## src/rtl/valid_strobe_gen_pkg.sv

```systemverilog
// Shared encodings and period-limit lookup for the valid strobe generator.
// Pure declarations: no latency and no flow control.
package valid_strobe_pkg;

  localparam int NB_SEL = 2;

  localparam logic [1:0] ST_IDLE  = 2'd0;
  localparam logic [1:0] ST_RUN   = 2'd1;
  localparam logic [1:0] ST_BURST = 2'd2;

  // Wide arguments let callers of any counter width size-cast the result.
  function automatic logic [63:0] limit_of(
    input logic [NB_SEL-1:0] sel,
    input logic [63:0]       l0,
    input logic [63:0]       l1,
    input logic [63:0]       l2,
    input logic [63:0]       l3
  );
    case (sel)
      2'd0:    limit_of = l0;
      2'd1:    limit_of = l1;
      2'd2:    limit_of = l2;
      default: limit_of = l3;
    endcase
  endfunction

endpackage

```

## src/rtl/valid_strobe_gen_period_counter.sv

```systemverilog
// Free-running period counter, wrap pulse registered one edge after count==limit.
// Latency: o_wrap is high for the cycle after the wrap edge; no backpressure, i_clear wins.
module period_counter #(
  parameter int NB_COUNTER = 32
) (
  input  logic                  clock,
  input  logic                  i_reset,
  input  logic                  i_clear,
  input  logic                  i_run,
  input  logic [NB_COUNTER-1:0] i_limit,
  output logic                  o_wrap,
  output logic [NB_COUNTER-1:0] o_count
);

  always_ff @(posedge clock or negedge i_reset) begin
    if (!i_reset) begin
      o_count <= '0;
      o_wrap  <= 1'b0;
    end else if (i_clear || !i_run) begin
      o_count <= '0;
      o_wrap  <= 1'b0;
    end else if (o_count == i_limit) begin
      o_count <= '0;
      o_wrap  <= 1'b1;
    end else begin
      o_count <= o_count + NB_COUNTER'(1);
      o_wrap  <= 1'b0;
    end
  end

endmodule

```

## src/rtl/valid_strobe_gen.sv

```systemverilog
// Advance-strobe generator for the LED shift register: continuous or N-strobe burst.
// Latency: first strobe LIMIT+1 clocks after leaving IDLE; no backpressure, i_enable=0 aborts.
module valid_strobe_gen
  import valid_strobe_pkg::*;
#(
  parameter int          NB_COUNTER = 32,
  parameter int unsigned LIMIT_0    = 12_500_000,
  parameter int unsigned LIMIT_1    = 25_000_000,
  parameter int unsigned LIMIT_2    = 50_000_000,
  parameter int unsigned LIMIT_3    = 100_000_000,
  parameter int          NB_BURST   = 4
) (
  input  logic                clock,
  input  logic                i_reset,
  input  logic                i_enable,
  input  logic [NB_SEL-1:0]   i_sel,
  input  logic                i_burst,
  input  logic                i_start,
  input  logic [NB_BURST-1:0] i_burst_len,
  output logic                o_valid,
  output logic                o_busy,
  output logic [NB_SEL-1:0]   o_sel_active
);

  logic [1:0]            state;
  logic [NB_BURST-1:0]   remaining;
  logic [NB_COUNTER-1:0] count;
  logic [NB_COUNTER-1:0] limit;
  logic                  at_limit;
  logic                  counting;
  logic                  abort;

  assign limit    = NB_COUNTER'(limit_of(o_sel_active, 64'(LIMIT_0), 64'(LIMIT_1),
                                         64'(LIMIT_2), 64'(LIMIT_3)));
  assign at_limit = (count == limit);
  assign counting = (state != ST_IDLE);
  assign abort    = counting && !i_enable;

  period_counter #(
    .NB_COUNTER (NB_COUNTER)
  ) u_period_counter (
    .clock   (clock),
    .i_reset (i_reset),
    .i_clear (abort),
    .i_run   (counting),
    .i_limit (limit),
    .o_wrap  (o_valid),
    .o_count (count)
  );

  always_ff @(posedge clock or negedge i_reset) begin
    if (!i_reset) begin
      state        <= ST_IDLE;
      remaining    <= '0;
      o_sel_active <= '0;
      o_busy       <= 1'b0;
    end else begin
      case (state)
        ST_IDLE: begin
          if (i_enable && !i_burst) begin
            state        <= ST_RUN;
            o_busy       <= 1'b1;
            o_sel_active <= i_sel;
          end else if (i_enable && i_burst && i_start && (i_burst_len != '0)) begin
            state        <= ST_BURST;
            o_busy       <= 1'b1;
            remaining    <= i_burst_len;
            o_sel_active <= i_sel;
          end
        end
        ST_RUN: begin
          if (!i_enable) begin
            state  <= ST_IDLE;
            o_busy <= 1'b0;
          end else if (at_limit) begin
            o_sel_active <= i_sel;
          end
        end
        ST_BURST: begin
          if (!i_enable) begin
            state     <= ST_IDLE;
            o_busy    <= 1'b0;
            remaining <= '0;
          end else if (at_limit) begin
            o_sel_active <= i_sel;
            remaining    <= remaining - NB_BURST'(1);
            // The last strobe of the burst and the return to IDLE share one edge.
            if (remaining == NB_BURST'(1)) begin
              state  <= ST_IDLE;
              o_busy <= 1'b0;
            end
          end
        end
        default: begin
          state  <= ST_IDLE;
          o_busy <= 1'b0;
        end
      endcase
    end
  end

endmodule

```

## config.mk

```make
export PLATFORM = sky130hd
export DESIGN_NAME = valid_strobe_gen
export DESIGN_NICKNAME = d
export VERILOG_FILES = /design/src/rtl/valid_strobe_gen_pkg.sv /design/src/rtl/valid_strobe_gen_period_counter.sv /design/src/rtl/valid_strobe_gen.sv
export SDC_FILE = /design/constraint.sdc
export NUM_CORES = 1
export LEC_CHECK = 0
export BUFFER_PORTS_ARGS = -buffer_cell sky130_fd_sc_hd__buf_2
export CAP_MARGIN = 10
export CORE_ASPECT_RATIO = 1.25
export CORE_MARGIN = 1.5
export CORE_UTILIZATION = 54
export CTS_CLUSTER_SIZE = 25
export DETAILED_ROUTE_END_ITERATION = 10
export PLACE_DENSITY = 0.74
export RECOVER_POWER = 50
export SYNTH_ARGS = -nofsm -noshare
export SYNTH_HDL_FRONTEND = slang
export SYNTH_SLANG_ARGS = --single-unit
```

## constraint.sdc

```tcl
create_clock -name clock -period 2.3 [get_ports clock]
set_input_delay 0.345 -clock clock [delete_from_list [all_inputs] [get_ports clock]]
set_output_delay 0.345 -clock clock [all_outputs]
set_load 0.005 [all_outputs]
```

==> results.tsv <==
metric	value	unit
# IOs	15	
Die Y	78.62	um
Least-Margin Pin Slew	0.9668	ns
syn nets	286	
r2r startpoint	u_period_counter.o_count[10]$_DFF_PN0_	
crit path launch	u_period_counter.o_count[10]$_DFF_PN0_	
Worst Hold Class	input pin to flip-flop	
Initial Util	56.24	%
nature of the critical path startpoint	flip-flop	
share of the synthesized area in the top cell type	42.55	%
number of H-tree levels	2	
Placed Cells	351	
most common cell after layout, fill and taps aside	dfrtp_1	
YS warnings	0	
CTS Buf Count	5	
reg2reg path depth	6	
Worst EP arrival	2.55	ns
CP Class	flip-flop to flip-flop	
pin count of the biggest net entering global routing	33	
RR Endpoint	remaining[2]$_DFFE_PN0P_	
Cell Rows	27	
fin crit share	102.7	%
antenna violations before repair	0	
vias in the first global route	2058	
total global-route track usage	23.61	%
R2R Setup Slk	-0.06	ns
Final nets	320	
sequential-to-total area share from yosys stat	42.55	%
CTS tree	yes	
synthesized area	2470	um2
Final Util	64.62	%
total power	0.002050	W
Gate Count Post-Synth	268	
first-pass GRT wire length	9156	um
dpl ws	-0.07300	ns
Fin. Hold Viols	0	
GP Congestion	0.8516	
hold path endpoint	remaining[2]$_DFFE_PN0P_	
critical-path maximum fanout	3	
First DRT Iteration DRCs	86	
Root Driver	clkbuf_8	
Synth area leaders	dfrtp_1 (43%), xor2_1 (6.4%), nor2_1 (5.9%), nand3_1 (3.9%), ha_1 (3.5%)	
Synth Area per Inst	9.216	um2
Slew HR	35.55	%
CTS sink cnt	42	
f_max	423.2	MHz
Synth area leader	dfrtp_1	
Synth cell types	54	
DP Wirelength	3828	um
Pre-Repair DR Iteration Count	4	
share of cells above drive strength 1	16.56	%
WL per Instance	14.52	um
Final Non-Filler Cells	360	
Routed WL	5227	um
Die Wd	63.49	um
fraction of registers with async set/reset	100.0	%
min cycle time layout	2.363	ns
IO Port Bufs	14	
Syn-to-layout area delta	14.89	%
clock tree buffer depth	2	
clock skew	0.006859	ns
final worst slack	-0.06276	ns
Clock Latency Late Sink	0.29	ns
RSZ-0062 raised after global routing	true	
total number of vias	2041	
DR vias/cell	5.669	
GR Overflow Total	0	
Crit. End Element	flip-flop	
Worst EP required	2.49	ns
Max IR drop VDD	0.4058	mV
core area	4392	um2
Synth Register Bits	42	
Post-synth EDFFs	0	
pwr/cell area	722.3	nW/um2
status	finished, violations left	
failing checks	negative setup slack	
clk slew on worst S/H paths	0.07	ns
max-slew violations	0	
Max Cap Violations	0	
Leak	1.219	nW
Final ANT Viol Nets	0	
hold path cells	2	
Die ar.	4991	um2
Setup Viol. Count Final	4	
Synth Flop Type	dfrtp_1	
Hold Slack	0.2933	ns
detailed-route DRC error count	0	
worst hold start	i_burst_len[2]	
most frequent cells in the layout	dfrtp_1 (42), nor2_1 (39), nand3_1 (19), buf_4 (19)	
n_diodes	0	
## metrics by stage
stage          TNS (ns)  instance area, um2
5_1_grt          -3.636                2838
6_report        -0.1366                2838
2_1_floorplan  -0.03996                2476
3_5_place_dp    -0.2521                2713
3_3_place_gp   -0.01991                2713
4_1_cts         -0.1567                2829
## cells by family after synthesis
| group | Yosys count | share of synthesized area, % |
|---|---|---|
| XOR/XNOR | 26 | 9.220 |
| adder cells (fa/ha/maj) | 8 | 4.002 |
| multiplexers | 3 | 1.317 |
| flip-flops | 42 | 42.55 |
| buffers and inverters | 25 | 5.218 |
| AND/OR/NAND/NOR | 124 | 25.89 |
| AO/OA/AOI/OAI | 40 | 11.80 |
## registers in the layout (all words and copies together), names as in the netlist
| register | flops |
|---|---|
| o_busy | 1 |
| o_sel_active | 2 |
| remaining | 4 |
| state | 2 |
| u_period_counter.o_count | 32 |
| u_period_counter.o_wrap | 1 |
## what timing repair did
action                                  4_1_cts  5_1_grt
endpoints found under the setup margin        7       41
setup buffers                                 0        1
resized for setup                             5        2
endpoints found under the hold margin        17        0
hold buffers                                  1        0
pin swaps                                     1        2
## critical path, cell delays in order (launching register included)
cell	delay, ns
dfrtp_1	0.39
maj3_2	0.31
or3b_4	0.38
a2111oi_4	0.29
nand4b_1	0.18
or4_1	0.52
a22o_1	0.18
## how the worst max path moves through the flow
stage | slack (ns) | endpoint | cells past startpoint
6_report | -0.06 | remaining[2]$_DFFE_PN0P_ | 6
5_1_grt | -0.15 | remaining[2]$_DFFE_PN0P_ | 6
4_1_cts | -0.07 | remaining[2]$_DFFE_PN0P_ | 6
3_5_place_dp | -0.07 | remaining[2]$_DFFE_PN0P_ | 6
3_3_place_gp | -0.02 | remaining[2]$_DFFE_PN0P_ | 6
2_1_floorplan | -0.04 | remaining[2]$_DFFE_PN0P_ | 6
## synthesized netlist by cell type, types with 3 or more instances
master,number
xnor2_1,8
o21ai_0,7
and2_1,3
and3_1,6
a21oi_1,7
nor2_1,39
xor2_1,18
nor2b_1,3
or3_1,6
inv_1,16
a31oi_1,4
ha_1,7
buf_2,3
dfrtp_1,42
nand4_1,9
nor3_1,4
nand3_1,19
nand2_1,18
nand2b_1,3
## layout make-up
cell class / count / area (um2)
Clock buffer: 7 / 76.32
Fill cell: 384 / 1554
Inverter: 16 / 60.06
Multi-Input combinational cell: 201 / 1333
Sequential cell: 42 / 1051
Tap cell: 58 / 72.57
Timing Repair Buffer: 36 / 245.2
## where the power goes
group | total, W | internal (W) | switching (W)
Combinational | 0.000731 | 0.000315 | 0.000416
Sequential | 0.000879 | 0.000819 | 0.0000602
Clock | 0.000440 | 0.000209 | 0.000231
Total | 0.00205 | 0.00134 | 0.000707
## layer usage
| metal | vias to the layer above | share of wire [%] | track usage, % |
|---|---|---|---|
| li1 | 1005 | - | - |
| met1 | 980 | 43 | 27.51 |
| met2 | 43 | 51 | 41.89 |
| met3 | 13 | 3.1 | 4.585 |
| met4 | 0 | 3.0 | 10.22 |
| met5 | - | 0 | 0 |
No activity file was read; power rests on OpenSTA's default activity.
